## config.mk

```make
export PLATFORM = sky130hd
export DESIGN_NAME = wb_gpio_irq_flat
export DESIGN_NICKNAME = d
export VERILOG_FILES = /design/src/rtl/wb_gpio_irq_if.sv /design/src/rtl/wb_gpio_irq.sv /design/src/flat_wrapper.sv
export SDC_FILE = /design/constraint.sdc
export NUM_CORES = 1
export LEC_CHECK = 0
export ABC_CLOCK_PERIOD_IN_PS = 1800
export BUFFER_PORTS_ARGS = -buffer_cell sky130_fd_sc_hd__buf_2
export CORE_AREA = 2 2 116 118
export DETAILED_ROUTE_END_ITERATION = 10
export DIE_AREA = 0 0 118 120
export SYNTH_ARGS = -nofsm -noshare
export SYNTH_HDL_FRONTEND = slang
export SYNTH_SLANG_ARGS = --single-unit
```

## constraint.sdc

```tcl
create_clock -name clk -period 1.8 [get_ports clk]
set_clock_uncertainty 0.1 [all_clocks]
set_input_delay 0.27 -clock clk [delete_from_list [all_inputs] [get_ports clk]]
set_output_delay 0.27 -clock clk [all_outputs]
set_load 0.02 [all_outputs]
```

## src/rtl/wb_gpio_irq_if.sv

```systemverilog
// Wishbone slave bus bundle for the GPIO peripheral: address, data both ways,
// write qualifier, cycle request and acknowledge.
interface wb_gpio_irq_if #(
  parameter int DATA_WIDTH = 32,
  parameter int ADDR_WIDTH = 15
);
  logic [ADDR_WIDTH-1:0] adr_i;
  logic [DATA_WIDTH-1:0] dat_i;
  logic [DATA_WIDTH-1:0] dat_o;
  logic                  we_i;
  logic                  stb_i;
  logic                  ack_o;

  modport master (
    output adr_i, dat_i, we_i, stb_i,
    input  dat_o, ack_o
  );

  modport slave (
    input  adr_i, dat_i, we_i, stb_i,
    output dat_o, ack_o
  );
endinterface

```

## src/rtl/wb_gpio_irq.sv

```systemverilog
// Wishbone GPIO: output port with set/clear aliases, synchronised and
// debounced input port, per-bit edge detection into W1C pending flags, level irq.
module wb_gpio_irq #(
  parameter int          DATA_WIDTH = 32,
  parameter int          ADDR_WIDTH = 15,
  parameter int          OUT_BITS   = 4,
  parameter int          IN_BITS    = 2,
  parameter logic [15:0] DEB_DIV    = 16'd0
) (
  input  logic                clk,
  input  logic                rst_n,
  wb_gpio_irq_if.slave        bus,
  output logic [OUT_BITS-1:0] gp_o,
  input  logic [IN_BITS-1:0]  gp_i,
  output logic                irq
);

  localparam logic [2:0] A_OUT     = 3'd0;
  localparam logic [2:0] A_OUT_SET = 3'd1;
  localparam logic [2:0] A_OUT_CLR = 3'd2;
  localparam logic [2:0] A_IN      = 3'd3;
  localparam logic [2:0] A_RISE_EN = 3'd4;
  localparam logic [2:0] A_FALL_EN = 3'd5;
  localparam logic [2:0] A_PENDING = 3'd6;
  localparam logic [2:0] A_DIV     = 3'd7;

  logic [2:0]            sel;
  logic                  acc;
  logic                  wr;
  logic [OUT_BITS-1:0]   out_q;
  logic [IN_BITS-1:0]    rise_en_q;
  logic [IN_BITS-1:0]    fall_en_q;
  logic [IN_BITS-1:0]    pend_q;
  logic [IN_BITS-1:0]    s1_q;
  logic [IN_BITS-1:0]    s2_q;
  logic [IN_BITS-1:0]    smp_q;
  logic [IN_BITS-1:0]    filt_q;
  logic [15:0]           div_q;
  logic [15:0]           cnt_q;
  logic                  tick;
  logic [IN_BITS-1:0]    upd;
  logic [IN_BITS-1:0]    filt_nxt;
  logic [IN_BITS-1:0]    edge_set;
  logic [IN_BITS-1:0]    w1c;
  logic [DATA_WIDTH-1:0] rd_data;
  logic                  unused_bits;

  // Handshake: an access is accepted on a rising edge where stb_i=1 and
  // ack_o=0; that edge commits the write (or loads dat_o) and raises ack_o
  // for exactly one cycle, so a held stb_i yields one access per two cycles.
  assign sel = bus.adr_i[2:0];
  assign acc = bus.stb_i & ~bus.ack_o;
  assign wr  = acc & bus.we_i;

  assign unused_bits = ^{bus.adr_i, bus.dat_i};
  assign gp_o        = out_q;

  always_comb begin
    tick     = (cnt_q == 16'd0);
    // filt follows s2 only when two consecutive tick samples agree
    upd      = {IN_BITS{tick}} & ~(s2_q ^ smp_q);
    filt_nxt = (filt_q & ~upd) | (s2_q & upd);
    edge_set = (filt_nxt & ~filt_q & rise_en_q) | (~filt_nxt & filt_q & fall_en_q);
    w1c      = (wr && sel == A_PENDING) ? bus.dat_i[IN_BITS-1:0] : '0;
  end

  always_comb begin
    rd_data = '0;
    case (sel)
      A_OUT, A_OUT_SET, A_OUT_CLR: rd_data[OUT_BITS-1:0] = out_q;
      A_IN:                        rd_data[IN_BITS-1:0]  = filt_q;
      A_RISE_EN:                   rd_data[IN_BITS-1:0]  = rise_en_q;
      A_FALL_EN:                   rd_data[IN_BITS-1:0]  = fall_en_q;
      A_PENDING:                   rd_data[IN_BITS-1:0]  = pend_q;
      A_DIV:                       rd_data[15:0]         = div_q;
      default:                     rd_data               = '0;
    endcase
  end

  always_ff @(posedge clk) begin
    if (!rst_n) begin
      bus.ack_o <= 1'b0;
      bus.dat_o <= '0;
      irq       <= 1'b0;
      out_q     <= '0;
      rise_en_q <= '0;
      fall_en_q <= '0;
      pend_q    <= '0;
      div_q     <= DEB_DIV;
      cnt_q     <= DEB_DIV;
      s1_q      <= '0;
      s2_q      <= '0;
      smp_q     <= '0;
      filt_q    <= '0;
    end else begin
      bus.ack_o <= acc;
      if (acc && !bus.we_i) bus.dat_o <= rd_data;

      s1_q   <= gp_i;
      s2_q   <= s1_q;
      if (tick) smp_q <= s2_q;
      filt_q <= filt_nxt;

      // an edge arriving with a W1C of the same bit keeps the bit set
      pend_q <= (pend_q & ~w1c) | edge_set;
      irq    <= |pend_q;

      if (wr && sel == A_DIV) cnt_q <= bus.dat_i[15:0];
      else if (tick)          cnt_q <= div_q;
      else                    cnt_q <= cnt_q - 16'd1;

      if (wr) begin
        case (sel)
          A_OUT:     out_q     <= bus.dat_i[OUT_BITS-1:0];
          A_OUT_SET: out_q     <= out_q | bus.dat_i[OUT_BITS-1:0];
          A_OUT_CLR: out_q     <= out_q & ~bus.dat_i[OUT_BITS-1:0];
          A_RISE_EN: rise_en_q <= bus.dat_i[IN_BITS-1:0];
          A_FALL_EN: fall_en_q <= bus.dat_i[IN_BITS-1:0];
          A_DIV:     div_q     <= bus.dat_i[15:0];
          default:   ;
        endcase
      end
    end
  end

endmodule

```

## src/flat_wrapper.sv

```systemverilog
// flat-port wrapper written by rule: the top's interface ports become plain ports
module wb_gpio_irq_flat 
#(
  parameter int          DATA_WIDTH = 32,
  parameter int          ADDR_WIDTH = 15,
  parameter int          OUT_BITS   = 4,
  parameter int          IN_BITS    = 2,
  parameter logic [15:0] DEB_DIV    = 16'd0
)
  (clk, rst_n, gp_o, gp_i, irq, bus_adr_i, bus_dat_i, bus_we_i, bus_stb_i, bus_dat_o, bus_ack_o);
  wb_gpio_irq_if #(.DATA_WIDTH(DATA_WIDTH), .ADDR_WIDTH(ADDR_WIDTH)) bus_i ();
  input  logic clk;
  input  logic rst_n;
  output logic [OUT_BITS-1:0] gp_o;
  input  logic [IN_BITS-1:0] gp_i;
  output logic irq;
  input wire logic [$bits(bus_i.adr_i)-1:0] bus_adr_i;
  input wire logic [$bits(bus_i.dat_i)-1:0] bus_dat_i;
  input wire logic [$bits(bus_i.we_i)-1:0] bus_we_i;
  input wire logic [$bits(bus_i.stb_i)-1:0] bus_stb_i;
  output wire logic [$bits(bus_i.dat_o)-1:0] bus_dat_o;
  output wire logic [$bits(bus_i.ack_o)-1:0] bus_ack_o;
  assign bus_i.adr_i = bus_adr_i;
  assign bus_i.dat_i = bus_dat_i;
  assign bus_i.we_i = bus_we_i;
  assign bus_i.stb_i = bus_stb_i;
  assign bus_dat_o = bus_i.dat_o;
  assign bus_ack_o = bus_i.ack_o;
  wb_gpio_irq #(.DATA_WIDTH(DATA_WIDTH), .ADDR_WIDTH(ADDR_WIDTH), .OUT_BITS(OUT_BITS), .IN_BITS(IN_BITS), .DEB_DIV(DEB_DIV)) u_core (.clk(clk), .rst_n(rst_n), .bus(bus_i), .gp_o(gp_o), .gp_i(gp_i), .irq(irq));
endmodule
```

==> metrics <==
R2R Setup Slk 0.06 ns; largest net degree at the start of global routing 27; routed vias 2949; TritonCTS clock tree yes; worst reg-to-reg path cell count 8; post-synthesis async set-or-reset flop share 0%; arithmetic-cell share of the synthesized area counting full adders, half adders and majority gates 0.7893%; post-layout minimum cycle time 1.739 ns; post-synthesis sequential area ratio 42.94%; Die W 118 um; buffers from clock root to sink, at most 2; Arr. time, crit path 1.89 ns; dpl cells 617; First DRT Iteration DRCs 161; core utilization of the finished layout 31.71%; worst hold stages 2; level count of the clock H-tree 3; Mapped Cells 384; clock transition time at the flip-flop clock pins of the worst setup and hold paths 0.05 ns; total of fill cells in the finished design 1404; wire length of the first global-routing pass 14.10 mm; Vert. Die Dim 120 um; number of flops mapped to enable cells by yosys 0; share of the clock period used by the worst path after layout 96.60%; first-pass detailed-route iteration total 5; post-route antenna net violation count 0; worst-case hold path end point u_core.s1_q[0]; critical path startpoint category flip-flop; layout cell share with drive strength beyond 1 26.97%; critical register-to-register path endpoint u_core.filt_q[0]; number of nets in the final layout 509; top-level I/O count 91; Critical Path Source u_core.cnt_q[1]; Placer Congestion 0.8115; worst min-delay path category input pin to flip-flop; area taken by flip-flops and latches 1365 um^2; global routing usage summed across all routing layers 12.51%; post-synthesis area per instance 8.257 um^2; synthesized area 3171 um^2; post-route cell area 4116 um^2; start point of the worst hold path gp_i[0]; final setup TNS 0 ns; DRC violations left 0; combinational family with the most area after synthesis simple AND/OR/NAND/NOR gates; category of the most critical setup path flip-flop to flip-flop; count of synthesis-stage warnings from yosys 0; site row count 42; post-detailed-routing wire length 8.680 mm; total of endpoints with negative setup slack in the final report 0; worst-case vdd ir drop 0.0006832 V; final non-filler cell total 632; via count of the first global-routing pass 2817; number of register bits inferred by synthesis 68; predominant post-synthesis flop cell sky130_fd_sc_hd__dfxtp_1; WP data required 1.95 ns; total cell area at the placement stage 3749 um^2; simple-gate share of the synthesized area 24.27%; Compound-Gate Fraction of Synth Area 20.48%; pwr dens 1412 nW/um^2; Core Footprint 12980 um^2; port buffer count 46; root buffer cell sky130_fd_sc_hd__clkbuf_16; cts bufs inserted 9; average vias per placed instance 4.666; cell accounting for the most synthesized area sky130_fd_sc_hd__dfxtp_1; Worst-Skew Late Latency 0.34 ns; global route total overflow 0; leakage power 1.634 nW; fraction of synthesized cell area taken by the top area cell type 42.94%; final total power 0.005812 W; outcome finished, final reports clean; fmax 0.5751 GHz; antenna diode instance count 0; initial antenna violation count 0; final hold violation count 0; layout overhead on the synthesized area 29.83%; post-synth cell types 58; multi-input gate area in the final layout 1708 um^2; top cells by area, synth sky130_fd_sc_hd__dfxtp_1 (43%), sky130_fd_sc_hd__nand2_1 (7.0%), sky130_fd_sc_hd__a21oi_1 (6.2%); setup repair after global routing missed its margin true; area enclosed by the die boundary 14160 um^2; multiplexer fraction of the synthesized cell area 2.684%; post-detailed-route wirelength per cell 13.73 um; Sink Count 68; Critical Path End Type flip-flop; fin. max-slew vios 0; top fanout value on the critical path 4; Initial Util 24.43%; HPWL after detailed placement 6.169 mm; max-cap violations 0; share of the synthesized netlist area taken by xor and xnor gates 1.381%; origin of the critical flop-to-flop path u_core.cnt_q[1]
-- report_power, final --
group          total (W)  internal (W)  leakage, nW  switching [W]
clock network    0.00170       0.00108        0.140       0.000619
logic            0.00222       0.00112        0.940        0.00109
registers        0.00190       0.00168        0.553       0.000217
total            0.00581       0.00388         1.63        0.00193
-- metrics by stage --
| stage | worst slack [ns] | hold slack (ns) |
|---|---|---|
| after global routing | -0.03158 | 0.03423 |
| final | 0.06124 | 0.03761 |
| after CTS | 0.008539 | 0.03126 |
| after detailed placement | -0.1694 | 0.3248 |
| after floorplan | 0.01898 | 0.2973 |
| after global placement | -0.1078 | 0.3209 |
-- cell families (layout without fill, tap and decap cells) --
logic type	Yosys count	after routing
flip-flops	68	68
AO/OA/AOI/OAI	103	103
XOR/XNOR	5	5
other	1	16
AND/OR/NAND/NOR	157	157
adder cells (fa/ha/maj)	2	2
buffers and inverters	42	99
multiplexers	6	6
-- how the worst max path moves through the flow --
| stage | endpoint | slack [ns] |
|---|---|---|
| floorplan | u_core.cnt_q[12] | 0.02 |
| global placement | u_core.filt_q[0] | -0.11 |
| detailed placement | u_core.filt_q[0] | -0.17 |
| CTS | u_core.filt_q[1] | 0.009 |
| global route | u_core.filt_q[0] | -0.03 |
| finish | u_core.filt_q[0] | 0.06 |
-- cell usage after synthesis (3+ instances only) --
library cell and n:
sky130_fd_sc_hd__nand2_1 59, sky130_fd_sc_hd__nand4b_1 4, sky130_fd_sc_hd__inv_1 3, sky130_fd_sc_hd__nor2_1 45, sky130_fd_sc_hd__nand3_1 11, sky130_fd_sc_hd__buf_2 3
sky130_fd_sc_hd__buf_4 17, sky130_fd_sc_hd__a21oi_1 39, sky130_fd_sc_hd__o32ai_1 4, sky130_fd_sc_hd__nor3b_1 4, sky130_fd_sc_hd__nor3_1 3, sky130_fd_sc_hd__o21ai_0 17
sky130_fd_sc_hd__o22ai_1 8, sky130_fd_sc_hd__dfxtp_1 68, sky130_fd_sc_hd__clkbuf_1 16, sky130_fd_sc_hd__a31oi_1 4, sky130_fd_sc_hd__mux2i_1 4, sky130_fd_sc_hd__xnor2_1 3
sky130_fd_sc_hd__nand2b_1 3, sky130_fd_sc_hd__a22oi_1 12, sky130_fd_sc_hd__and2_1 6, sky130_fd_sc_hd__nor2b_1 5
-- layout by cell type, fill, tap and decap left out, types with 4 or more instances in the layout --
cell type                   synthesis  final
sky130_fd_sc_hd__dfxtp_1           68     65
sky130_fd_sc_hd__nand2_1           59     59
sky130_fd_sc_hd__buf_2              3     46
sky130_fd_sc_hd__nor2_1            45     45
sky130_fd_sc_hd__a21oi_1           39     39
sky130_fd_sc_hd__buf_4             17     33
sky130_fd_sc_hd__o21ai_0           17     17
sky130_fd_sc_hd__conb_1             1     16
sky130_fd_sc_hd__a22oi_1           12     12
sky130_fd_sc_hd__nand3_1           11     11
sky130_fd_sc_hd__clkbuf_16          0      9
sky130_fd_sc_hd__o22ai_1            8      8
sky130_fd_sc_hd__nor2b_1            5      5
sky130_fd_sc_hd__nand4b_1           4      4
sky130_fd_sc_hd__a31oi_1            4      4
sky130_fd_sc_hd__and2_1             6      4
sky130_fd_sc_hd__nor3b_1            4      4
sky130_fd_sc_hd__mux2i_1            4      4
-- flip-flops by register name (all words and copies together), names as in the netlist --
register,cells
u_core.bus.dat_o,16
u_core.cnt_q,16
u_core.div_q,16
u_core.gp_o,4
u_core.fall_en_q,2
u_core.filt_q,2
u_core.pend_q,2
u_core.rise_en_q,2
u_core.s1_q,2
u_core.s2_q,2
u_core.smp_q,2
u_core.bus.ack_o,1
u_core.irq,1
-- metal layers --
metal	up-vias	wire length, um	track usage (%)
met3	12	465	4.373
met4	0	119	3.313
li1	1465	-	-
met1	1375	3898	15.01
met2	97	4197	21.29
met5	-	0	0
-- area by class of cell --
type	count	share of cell area, %
Clock buffer	10	5.805
Multi-Input combinational cell	289	41.49
Timing Repair Buffer	82	12.86
Tap cell	176	5.350
Clock inverter	3	0.9726
Sequential cell	68	33.16
Inverter	4	0.3647
-- what timing repair did --
| item | in CTS | in global routing |
|---|---|---|
| pin swaps | 4 | 6 |
| gates resized for setup | 6 | 13 |
| buffers inserted | 1 | 1 |
| hold buffers | 0 | 0 |
| endpoints found under the setup margin | 10 | 31 |
-- critical path: stages (launching register included) --
cell and delay, ns:
sky130_fd_sc_hd__dfxtp_2 0.33, sky130_fd_sc_hd__inv_2 0.08, sky130_fd_sc_hd__ha_4 0.13, sky130_fd_sc_hd__nor4b_4 0.26
sky130_fd_sc_hd__nand2_1 0.12, sky130_fd_sc_hd__and2b_2 0.30, sky130_fd_sc_hd__buf_6 0.13, sky130_fd_sc_hd__a21oi_1 0.06
sky130_fd_sc_hd__o22ai_1 0.15
No activity file was read; power rests on OpenSTA's default activity.
